## config.mk

```make
export PLATFORM = sky130hd
export DESIGN_NAME = uart_tx
export DESIGN_NICKNAME = d
export VERILOG_FILES = /design/src/rtl/uart_tx.sv
export SDC_FILE = /design/constraint.sdc
export NUM_CORES = 1
export LEC_CHECK = 0
export CAP_MARGIN = 0
export CORE_MARGIN = 10
export CORE_UTILIZATION = 40
export CTS_BUF_LIST = sky130_fd_sc_hd__clkbuf_4
export CTS_CLUSTER_SIZE = 14
export DETAILED_ROUTE_END_ITERATION = 8
export DONT_BUFFER_PORTS = 1
export PLACE_DENSITY = 0.55
export SYNTH_ARGS = -nofsm -noshare
export SYNTH_HDL_FRONTEND = slang
export SYNTH_SLANG_ARGS = --single-unit
```

## constraint.sdc

```tcl
create_clock -name clk -period 3.41 [get_ports clk]
set_clock_uncertainty 0.2 [all_clocks]
set_input_delay 0.682 -clock clk [delete_from_list [all_inputs] [get_ports clk]]
set_output_delay 0.682 -clock clk [all_outputs]
set_load 0.01 [all_outputs]
```

## src/rtl/uart_tx.sv

```systemverilog
// UART transmitter: valid/ready write port into a FIFO that drains frame by frame
// into a bit-timed shift engine driving a registered, idle-high serial line.
module uart_tx #(
   parameter int ClockFreqHz  = 10000000,
   parameter int BaudRate     = 9600,
   parameter int DataBitsSize = 8,
   parameter int ParityBit    = 0,
   parameter int StopBitsSize = 1,
   parameter int FifoDepth    = 16
) (
   input  logic                         clk,
   input  logic                         rst_n,
   input  logic                         wr_valid,
   input  logic [7:0]                   wr_data,
   output logic                         wr_ready,
   output logic                         tx_sig,
   output logic                         busy,
   output logic [$clog2(FifoDepth):0]   fifo_count
);

   localparam int SClkPeriod = ClockFreqHz / BaudRate;
   localparam int CntW       = $clog2(SClkPeriod);
   localparam int AddrW      = $clog2(FifoDepth);
   localparam logic [CntW-1:0] LastClk  = CntW'(SClkPeriod - 1);
   localparam logic [2:0]      LastData = 3'(DataBitsSize - 1);
   localparam logic [2:0]      LastStop = 3'(StopBitsSize - 1);
   localparam logic [7:0]      DataMask = 8'((16'd1 << DataBitsSize) - 16'd1);
   localparam logic [AddrW:0]  Full     = (AddrW + 1)'(FifoDepth);

   typedef enum logic [2:0] {IDLE, START, DATA, PARITY, STOP} state_t;

   state_t            state;
   logic [7:0]        mem [FifoDepth];
   logic [AddrW-1:0]  wr_ptr;
   logic [AddrW-1:0]  rd_ptr;
   logic [CntW-1:0]   clk_cnt;
   logic [2:0]        bit_cnt;
   logic [7:0]        shreg;
   logic              par;
   logic              push;
   logic              load;
   logic              bit_end;
   logic [7:0]        head;

   // Handshake: a byte is taken on any rising edge where wr_valid && wr_ready;
   // wr_ready depends only on the registered count, so a pop on the same edge
   // never frees a slot for a write to a full FIFO.
   assign wr_ready = fifo_count < Full;
   assign push     = wr_valid && wr_ready;
   assign bit_end  = clk_cnt == LastClk;
   assign head     = mem[rd_ptr] & DataMask;
   assign load     = (fifo_count != '0) &&
                     ((state == IDLE) || (state == STOP && bit_end && bit_cnt == LastStop));
   assign busy     = (state != IDLE) || (fifo_count != '0);

   always_ff @(posedge clk) begin
      if (push) mem[wr_ptr] <= wr_data;
   end

   always_ff @(posedge clk or negedge rst_n) begin
      if (!rst_n) begin
         wr_ptr     <= '0;
         rd_ptr     <= '0;
         fifo_count <= '0;
      end else begin
         if (push) wr_ptr <= wr_ptr + 1'b1;
         if (load) rd_ptr <= rd_ptr + 1'b1;
         case ({push, load})
            2'b10:   fifo_count <= fifo_count + 1'b1;
            2'b01:   fifo_count <= fifo_count - 1'b1;
            default: fifo_count <= fifo_count;
         endcase
      end
   end

   always_ff @(posedge clk or negedge rst_n) begin
      if (!rst_n) begin
         state   <= IDLE;
         tx_sig  <= 1'b1;
         clk_cnt <= '0;
         bit_cnt <= '0;
         shreg   <= '0;
         par     <= 1'b0;
      end else begin
         clk_cnt <= bit_end ? '0 : clk_cnt + 1'b1;
         case (state)
            IDLE: begin
               tx_sig  <= 1'b1;
               clk_cnt <= '0;
               bit_cnt <= '0;
               if (load) begin
                  shreg  <= head;
                  par    <= ^head;
                  tx_sig <= 1'b0;
                  state  <= START;
               end
            end
            START: begin
               if (bit_end) begin
                  tx_sig  <= shreg[0];
                  bit_cnt <= '0;
                  state   <= DATA;
               end
            end
            DATA: begin
               if (bit_end) begin
                  if (bit_cnt == LastData) begin
                     bit_cnt <= '0;
                     if (ParityBit != 0) begin
                        tx_sig <= par;
                        state  <= PARITY;
                     end else begin
                        tx_sig <= 1'b1;
                        state  <= STOP;
                     end
                  end else begin
                     // shreg[0] is the bit on the line; shift to expose the next one
                     shreg   <= shreg >> 1;
                     tx_sig  <= shreg[1];
                     bit_cnt <= bit_cnt + 1'b1;
                  end
               end
            end
            PARITY: begin
               if (bit_end) begin
                  tx_sig  <= 1'b1;
                  bit_cnt <= '0;
                  state   <= STOP;
               end
            end
            STOP: begin
               if (bit_end) begin
                  if (bit_cnt == LastStop) begin
                     bit_cnt <= '0;
                     if (load) begin
                        shreg  <= head;
                        par    <= ^head;
                        tx_sig <= 1'b0;
                        state  <= START;
                     end else begin
                        tx_sig <= 1'b1;
                        state  <= IDLE;
                     end
                  end else begin
                     bit_cnt <= bit_cnt + 1'b1;
                  end
               end
            end
            default: begin
               tx_sig  <= 1'b1;
               clk_cnt <= '0;
               bit_cnt <= '0;
               state   <= IDLE;
            end
         endcase
      end
   end

endmodule

```

==> impl_summary.log, run 1 <==
[metrics] post-detailed-placement cell area: 7440 um^2
[metrics] most frequent cell after synthesis: sky130_fd_sc_hd__edfxtp_1
[metrics] Num CTS Buffers: 17
[metrics] commonest cells in the netlist: sky130_fd_sc_hd__edfxtp_1, sky130_fd_sc_hd__mux2i_1, sky130_fd_sc_hd__dfrtp_1
[metrics] deepest level of the CTS H-tree: 4
[metrics] full die area: 23,600 um^2
[metrics] Std-Cell Rows: 48
[metrics] num ports: 19
[metrics] startpoint-to-endpoint class of the critical path: reg -> reg
[metrics] maximum number of pins on one net before global-route repair: 51
[metrics] Tmin final: 3.06 ns
[metrics] First-pass DRT Iterations: 4
[metrics] synthesized cell area: 7130 um^2
[metrics] Startpoint Class: flop
[metrics] Final nets: 524
[metrics] crit-path max FO: 8
[metrics] slack of the worst reg-to-reg path: 0.35 ns
[metrics] endpoint required time on the critical path: 3.66 ns
[metrics] proportion of register bits with asynchronous set or reset after synthesis: 23.4%
[metrics] Fin. Hold Viols: 0
[metrics] portion of synthesized cell area occupied by the leading cell type: 53.9%
[metrics] wire length of the first global-routing pass: 23.8 mm
[metrics] Port-buffer cells: 0
[metrics] yosys synthesis warning count: 0
[metrics] number of antenna violations at the first check in global routing: 1
[metrics] overall power consumption: 4060 uW
[metrics] Hold WC Path Type: in -> reg
[metrics] global placement routability congestion: 0.758
[metrics] cell area after layout: 7850 um^2
[metrics] final sum of negative setup slack: 0 ns
[metrics] biggest area consumer among synthesized cells: sky130_fd_sc_hd__edfxtp_1
[metrics] number of synthesized flops with an enable pin: 128
[metrics] period utilisation layout: 89.8%
[metrics] Post-Syn Nets: 496
[metrics] reg-to-reg critical path startpoint: clk_cnt[0]$_DFF_PN0_
[metrics] Avg Inst Size Synth: 15.1 um^2
[metrics] initial drt markers: 257
[metrics] final wirelength: 15.2 mm
[metrics] outcome: complete, no violations
[metrics] worst endpoint data arrival time: 3.31 ns
[metrics] total power per unit cell area: 517 nW/um^2
[metrics] top post-synthesis cells by area: sky130_fd_sc_hd__edfxtp_1, sky130_fd_sc_hd__dfrtp_1, sky130_fd_sc_hd__mux2i_1, sky130_fd_sc_hd__a22oi_1, sky130_fd_sc_hd__ha_1
[metrics] non-filler cells in the finished layout: 739
[metrics] sequential area share after synthesis: 67.6%
[metrics] max-slew violation total from the final report: 0
[metrics] clock latency of the later-clocked register in the worst-skew pair: 0.56 ns
[metrics] Overall Global Routing Usage: 13.1%
[metrics] Slew @ Worst Pin: 1.00 ns
[metrics] via count normalized by instance count: 5.38
[metrics] overall die width: 154 um
[metrics] fraction of final layout cells with drive strength greater than 1: 15.4%
[metrics] synthesized instance count: 472
[metrics] Hold Path Origin: wr_valid
[metrics] total setup violations reported at the end of the flow: 0
[metrics] max cap viols: 0
[metrics] Unique masters post-synth: 48
[metrics] remaining max-slew budget at the tightest pin: 33.1%
[metrics] number of synthesized register bits: 167
[metrics] most common flop cell mapped by yosys: sky130_fd_sc_hd__edfxtp_1
[metrics] total grt overflow: 0
[metrics] worst voltage drop across the vdd grid: 0.000286 V
[metrics] Fmax: 327 MHz
[metrics] Post-Route Utilization: 45.1%
[metrics] Worst setup startpoint: clk_cnt[0]$_DFF_PN0_
[metrics] Residual DRC: 0
[metrics] leakage dissipation: 0.00265 uW
[metrics] synthesis-to-finish area growth: 10.0%
[metrics] CTS tree: yes
[metrics] via count: 3,974
[metrics] root buffer cell: sky130_fd_sc_hd__clkbuf_4
[metrics] worst-case clock buffer depth: 2
[metrics] clock sink count: 167
[metrics] count of buffers added by post-CTS timing repair for setup: 0
[metrics] Placed Instances: 696
[metrics] starting utilization of the core area: 41.0%
[metrics] HPWL Detailed: 9.58 mm
[metrics] via count of the first global-routing pass: 4,091
[metrics] unrepaired setup endpoints after global routing: false
[metrics] overall die height: 154 um
[metrics] core footprint: 17,400 um^2
[metrics] Post-DRT Antenna Nets: 0
[metrics] routed wire length per instance: 20.5 um
[metrics] nature of the critical path endpoint: flop
[metrics] CTS clk-pin slew, worst paths: 0.13 ns
## path summary, 6_finish.rpt
kind                            cells after the start                         to
worst max-delay path                               13  fifo_count[4]$_DFFE_PN0P_
worst min-delay path                                3      wr_ptr[0]$_DFFE_PN0P_
worst max register to register                     13  fifo_count[4]$_DFFE_PN0P_
worst min register to register                      1       shreg[4]$_DFFE_PN0P_
max in group asynchronous                           2         tx_sig$_DFFE_PN1P_
min in group asynchronous                           2       shreg[7]$_DFFE_PN0P_
## worst max-delay path: stages (launching register included)
cell and delay [ns]:
sky130_fd_sc_hd__dfrtp_1 0.45, sky130_fd_sc_hd__inv_1 0.07, sky130_fd_sc_hd__ha_1 0.13, sky130_fd_sc_hd__nor4b_2 0.26, sky130_fd_sc_hd__nand4_1 0.25, sky130_fd_sc_hd__a21oi_2 0.23
sky130_fd_sc_hd__ha_1 0.35, sky130_fd_sc_hd__xor2_1 0.12, sky130_fd_sc_hd__ha_1 0.23, sky130_fd_sc_hd__a211oi_1 0.24, sky130_fd_sc_hd__a21oi_1 0.06, sky130_fd_sc_hd__a32oi_1 0.17
sky130_fd_sc_hd__nor2_1 0.07, sky130_fd_sc_hd__xnor2_1 0.12
## cell families after synthesis
kind of cell,share of synthesized area (%)
and+or+nand+nor,7.14
DFF,67.6
muxes,11.3
buffers and inverters,2.53
AOI/OAI and AO/OA,6.51
xor gates and xnor gates,2.70
adders and majority gates,2.28
## power breakdown
| group | total (uW) | internal (uW) | switching (uW) |
|---|---|---|---|
| Clock | 1170 | 459 | 711 |
| Sequential | 2480 | 2340 | 134 |
| Combinational | 414 | 162 | 252 |
## cell type report
| class | instances | area, um^2 |
|---|---|---|
| Tap cell | 225 | 282 |
| Timing Repair Buffer | 32 | 283 |
| Antenna cell | 1 | 2.50 |
| Clock buffer | 19 | 143 |
| Fill cell | 1605 | 9570 |
| Clock inverter | 13 | 148 |
| Sequential cell | 167 | 4820 |
| Inverter | 9 | 33.8 |
| Multi-Input combinational cell | 273 | 2130 |
## cell usage in the layout, fill, tap and decap left out, types with 12 or more instances in the layout
cell,Yosys,layout
sky130_fd_sc_hd__edfxtp_1,128,128
sky130_fd_sc_hd__mux2i_1,57,57
sky130_fd_sc_hd__dfrtp_1,38,37
sky130_fd_sc_hd__nor2_1,35,35
sky130_fd_sc_hd__a22oi_1,29,29
sky130_fd_sc_hd__buf_4,3,22
sky130_fd_sc_hd__nand2_1,20,20
sky130_fd_sc_hd__clkbuf_4,0,19
sky130_fd_sc_hd__nand3_1,15,15
sky130_fd_sc_hd__xnor2_1,13,13
sky130_fd_sc_hd__ha_1,13,13
sky130_fd_sc_hd__mux2_2,12,12
## sequential cells by signal (all words and copies together) (netlist names)
register / flops
mem: 128
state: 3
wr_ptr: 4
shreg: 8
bit_cnt: 3
tx_sig: 1
fifo_count: 5
rd_ptr: 4
clk_cnt: 11
## stage by stage
step | setup slack [ns] | hold WS (ns)
6_report | 0.348 | 0.321
5_1_grt | 0.108 | 0.293
4_1_cts | 0.370 | 0.277
3_5_place_dp | 0.408 | 0.192
3_3_place_gp | 0.532 | 0.192
2_1_floorplan | 0.445 | 0.186
## layer usage
layer	vias up	part of all wire, %	global-route usage (%)
met3	13	3.6	2.68
met1	2042	46	17.2
li1	1847	-	-
met4	0	1.2	4.59
met5	-	0	0
met2	72	49	20.9
## repair_timing
| action | 4_1_cts | 5_1_grt |
|---|---|---|
| endpoints found under the hold margin | 167 | 0 |
| hold buffers | 10 | 0 |
| gates resized for setup | 0 | 0 |
(Power assumes the default switching activity.)
==> run 2: changes to the inputs <==
- CORE_ASPECT_RATIO: unset -> 0.9
- CTS_CLUSTER_SIZE: 14 -> 24
- SETUP_SLACK_MARGIN: unset -> 0.02
==> run 2 against run 1 <==
Effect of this change:
- sequential power barely moved
- non-clock buffer count rose by 1
- power fell by 0.86%
- largest cell class unchanged
- design area rose by 0.11%
- critical endpoint unchanged
- highest routed layer unchanged
==> impl_summary.log, run 2 (synthesis gave the netlist of run 1 again) <==
[metrics] outcome: complete, no violations
[metrics] via count: 3,874
[metrics] slack of the worst reg-to-reg path: 0.38 ns
[metrics] slowest stage delay, CP: 0.45 ns
[metrics] via count normalized by instance count: 5.13
[metrics] Std-Cell Rows: 46
[metrics] deepest level of the CTS H-tree: 4
[metrics] Tmin final: 3.03 ns
[metrics] post-detailed-placement cell area: 7460 um^2
[metrics] critical register-to-register path endpoint: fifo_count[4]$_DFFE_PN0P_
[metrics] Residual DRC: 0
[metrics] root buffer cell: sky130_fd_sc_hd__clkbuf_4
[metrics] leakage dissipation: 0.00266 uW
[metrics] worst-case clock buffer depth: 2
[metrics] most common cell after layout, fill and taps aside: sky130_fd_sc_hd__edfxtp_1
[metrics] wire length of the first global-routing pass: 23.1 mm
[metrics] area taken by multi-input logic gates: 2130 um^2
[metrics] number of gates resized after cts: 0
[metrics] core footprint: 17,600 um^2
[metrics] cell internal pwr: 2890 uW
[metrics] Post-DRT Antenna Nets: 0
[metrics] First-pass DRT Iterations: 5
[metrics] cell area after layout: 7860 um^2
[metrics] maximum number of pins on one net before global-route repair: 44
[metrics] via count of the first global-routing pass: 4,051
[metrics] Port-buffer cells: 0
[metrics] CTS tree: yes
[metrics] number of antenna violations at the first check in global routing: 1
[metrics] Hold WS: 0.320 ns
[metrics] Hold Path Origin: wr_valid
[metrics] total grt overflow: 0
[metrics] Hold WC Path Type: in -> reg
[metrics] HPWL Detailed: 9.40 mm
[metrics] CTS clk-pin slew, worst paths: 0.15 ns
[metrics] endpoint required time on the critical path: 3.67 ns
[metrics] cell depth of the worst flop-to-flop path: 13
[metrics] total setup violations reported at the end of the flow: 0
[metrics] clock sink count: 167
[metrics] total met2 wirelength after detailed routing: 7.15 mm
[metrics] remaining max-slew budget at the tightest pin: 40.0%
[metrics] Crit path top cell by count: sky130_fd_sc_hd__ha_1
[metrics] global placement routability congestion: 0.768
[metrics] Min-Delay Endpoint: wr_ptr[0]$_DFFE_PN0P_
[metrics] total power per unit cell area: 512 nW/um^2
[metrics] switching share of total power: 28.1%
[metrics] max-slew violation total from the final report: 0
[metrics] Num CTS Buffers: 17
[metrics] starting utilization of the core area: 40.6%
[metrics] overall die height: 147 um
[metrics] synthesis-to-finish area growth: 10.1%
[metrics] unrepaired setup endpoints after global routing: false
[metrics] Fmax: 330 MHz
[metrics] Overall Global Routing Usage: 12.6%
[metrics] crit-path max FO: 8
[metrics] Final nets: 525
[metrics] final wirelength: 14.4 mm
[metrics] most used cells in the layout excluding fill and tap cells: sky130_fd_sc_hd__edfxtp_1, sky130_fd_sc_hd__mux2i_1, sky130_fd_sc_hd__dfrtp_1
[metrics] routed wire length per instance: 19.0 um
[metrics] final sum of negative setup slack: 0 ns
[metrics] critical-path cell list: inv_1 > ha_1 > nor4b_2 > nand4_1 > a21oi_2 > ha_1 > xor2_1 > ha_1 > a211oi_1 > a21oi_1 > a32oi_1 > nor2_1 > xnor2_1
[metrics] Worst setup startpoint: clk_cnt[0]$_DFF_PN0_
[metrics] sequential group share of total power: 61.6%
[metrics] Slew @ Worst Pin: 0.897 ns
[metrics] fillers: 1,541
[metrics] count of buffers added by post-CTS timing repair for setup: 0
[metrics] reg-to-reg critical path startpoint: clk_cnt[0]$_DFF_PN0_
[metrics] clock latency of the later-clocked register in the worst-skew pair: 0.55 ns
[metrics] proportion of power drawn by combinational gates: 10.1%
[metrics] max cap viols: 0
[metrics] P_sw: 1130 uW
[metrics] startpoint-to-endpoint class of the critical path: reg -> reg
[metrics] Most flops, register: mem
[metrics] flip-flop count of the largest register, all copies and words added: 128
[metrics] Startpoint Class: flop
[metrics] fraction of final layout cells with drive strength greater than 1: 15.6%
[metrics] detailed-routed wire length on met3: 520 um
[metrics] worst voltage drop across the vdd grid: 0.000301 V
[metrics] largest registers: mem (128), clk_cnt (11), shreg (8)
[metrics] Cells on Worst Hold Path: 3
[metrics] num ports: 19
[metrics] Met1 Routed Length: 6.53 mm
[metrics] power share of the clock group: 28.2%
[metrics] initial drt markers: 190
[metrics] full die area: 23,600 um^2
[metrics] nature of the critical path endpoint: flop
[metrics] Register Area: 4820 um^2
[metrics] period utilisation layout: 88.8%
[metrics] highest signal layer in the routed design: met4
[metrics] overall die width: 161 um
[metrics] Fin. Hold Viols: 0
[metrics] worst endpoint data arrival time: 3.29 ns
[metrics] slowest CP cell: sky130_fd_sc_hd__dfrtp_1
[run 2: metrics by stage]
step | total power [uW] | instances | utilization, % | worst slack (ns)
finish | 4020 | 755 | 44.8 | 0.382
global route | 4220 | 755 | 44.8 | 0.0503
CTS | 4070 | 754 | 44.7 | 0.375
detailed placement | 2900 | 712 | 42.5 | 0.393
global placement | 2880 | 712 | 42.5 | 0.493
floorplan | 2770 | 472 | - | 0.445
[run 2: power groups by stage]
stage	clock, uW	combinational (uW)	sequential [uW]
floorplan	0	290	2480
global placement	0	361	2520
detailed placement	0	372	2530
CTS	1180	416	2480
global route	1250	466	2500
finish	1140	408	2480
[run 2: worst max-delay path by stage]
stage,to,slack (ns)
2_1_floorplan,fifo_count[4]$_DFFE_PN0P_,0.45
3_3_place_gp,fifo_count[4]$_DFFE_PN0P_,0.49
3_5_place_dp,fifo_count[4]$_DFFE_PN0P_,0.39
4_1_cts,fifo_count[4]$_DFFE_PN0P_,0.37
5_1_grt,fifo_count[4]$_DFFE_PN0P_,0.05
6_report,fifo_count[4]$_DFFE_PN0P_,0.38
[run 2: area by class of cell]
class | instances | share of cell area, %
Antenna cell | 1 | 0.0319
Clock buffer | 17 | 1.62
Clock inverter | 15 | 1.94
Inverter | 9 | 0.430
Multi-Input combinational cell | 273 | 27.1
Sequential cell | 167 | 61.4
Tap cell | 240 | 3.82
Timing Repair Buffer | 33 | 3.60
[run 2: worst max-delay path: cells and delay by family (launching register included)]
kind / cells / cell delay, ns
flops: 1 / 0.45
simple gates: 3 / 0.55
fa+ha+maj: 3 / 0.72
compound gates: 4 / 0.70
buf+inv: 1 / 0.08
xor+xnor: 2 / 0.24
[run 2: what timing repair did]
| item | CTS | global route |
|---|---|---|
| hold buffers | 10 | 0 |
| endpoints found under the hold margin | 167 | 0 |
| setup endpoints to repair | 0 | 0 |
[run 2: metal layers]
layer | vias to the layer above | GRT usage (%)
met1 | 1950 | 16.0
met2 | 56 | 20.6
met3 | 13 | 3.23
met4 | 0 | 3.82
met5 | - | 0
li1 | 1855 | -
==> run 3: changes to the inputs <==
- CTS_CLUSTER_DIAMETER: unset -> 60
==> results of run 3 <==
No change in the layout: final DEF, timing and power equal those of run 2.
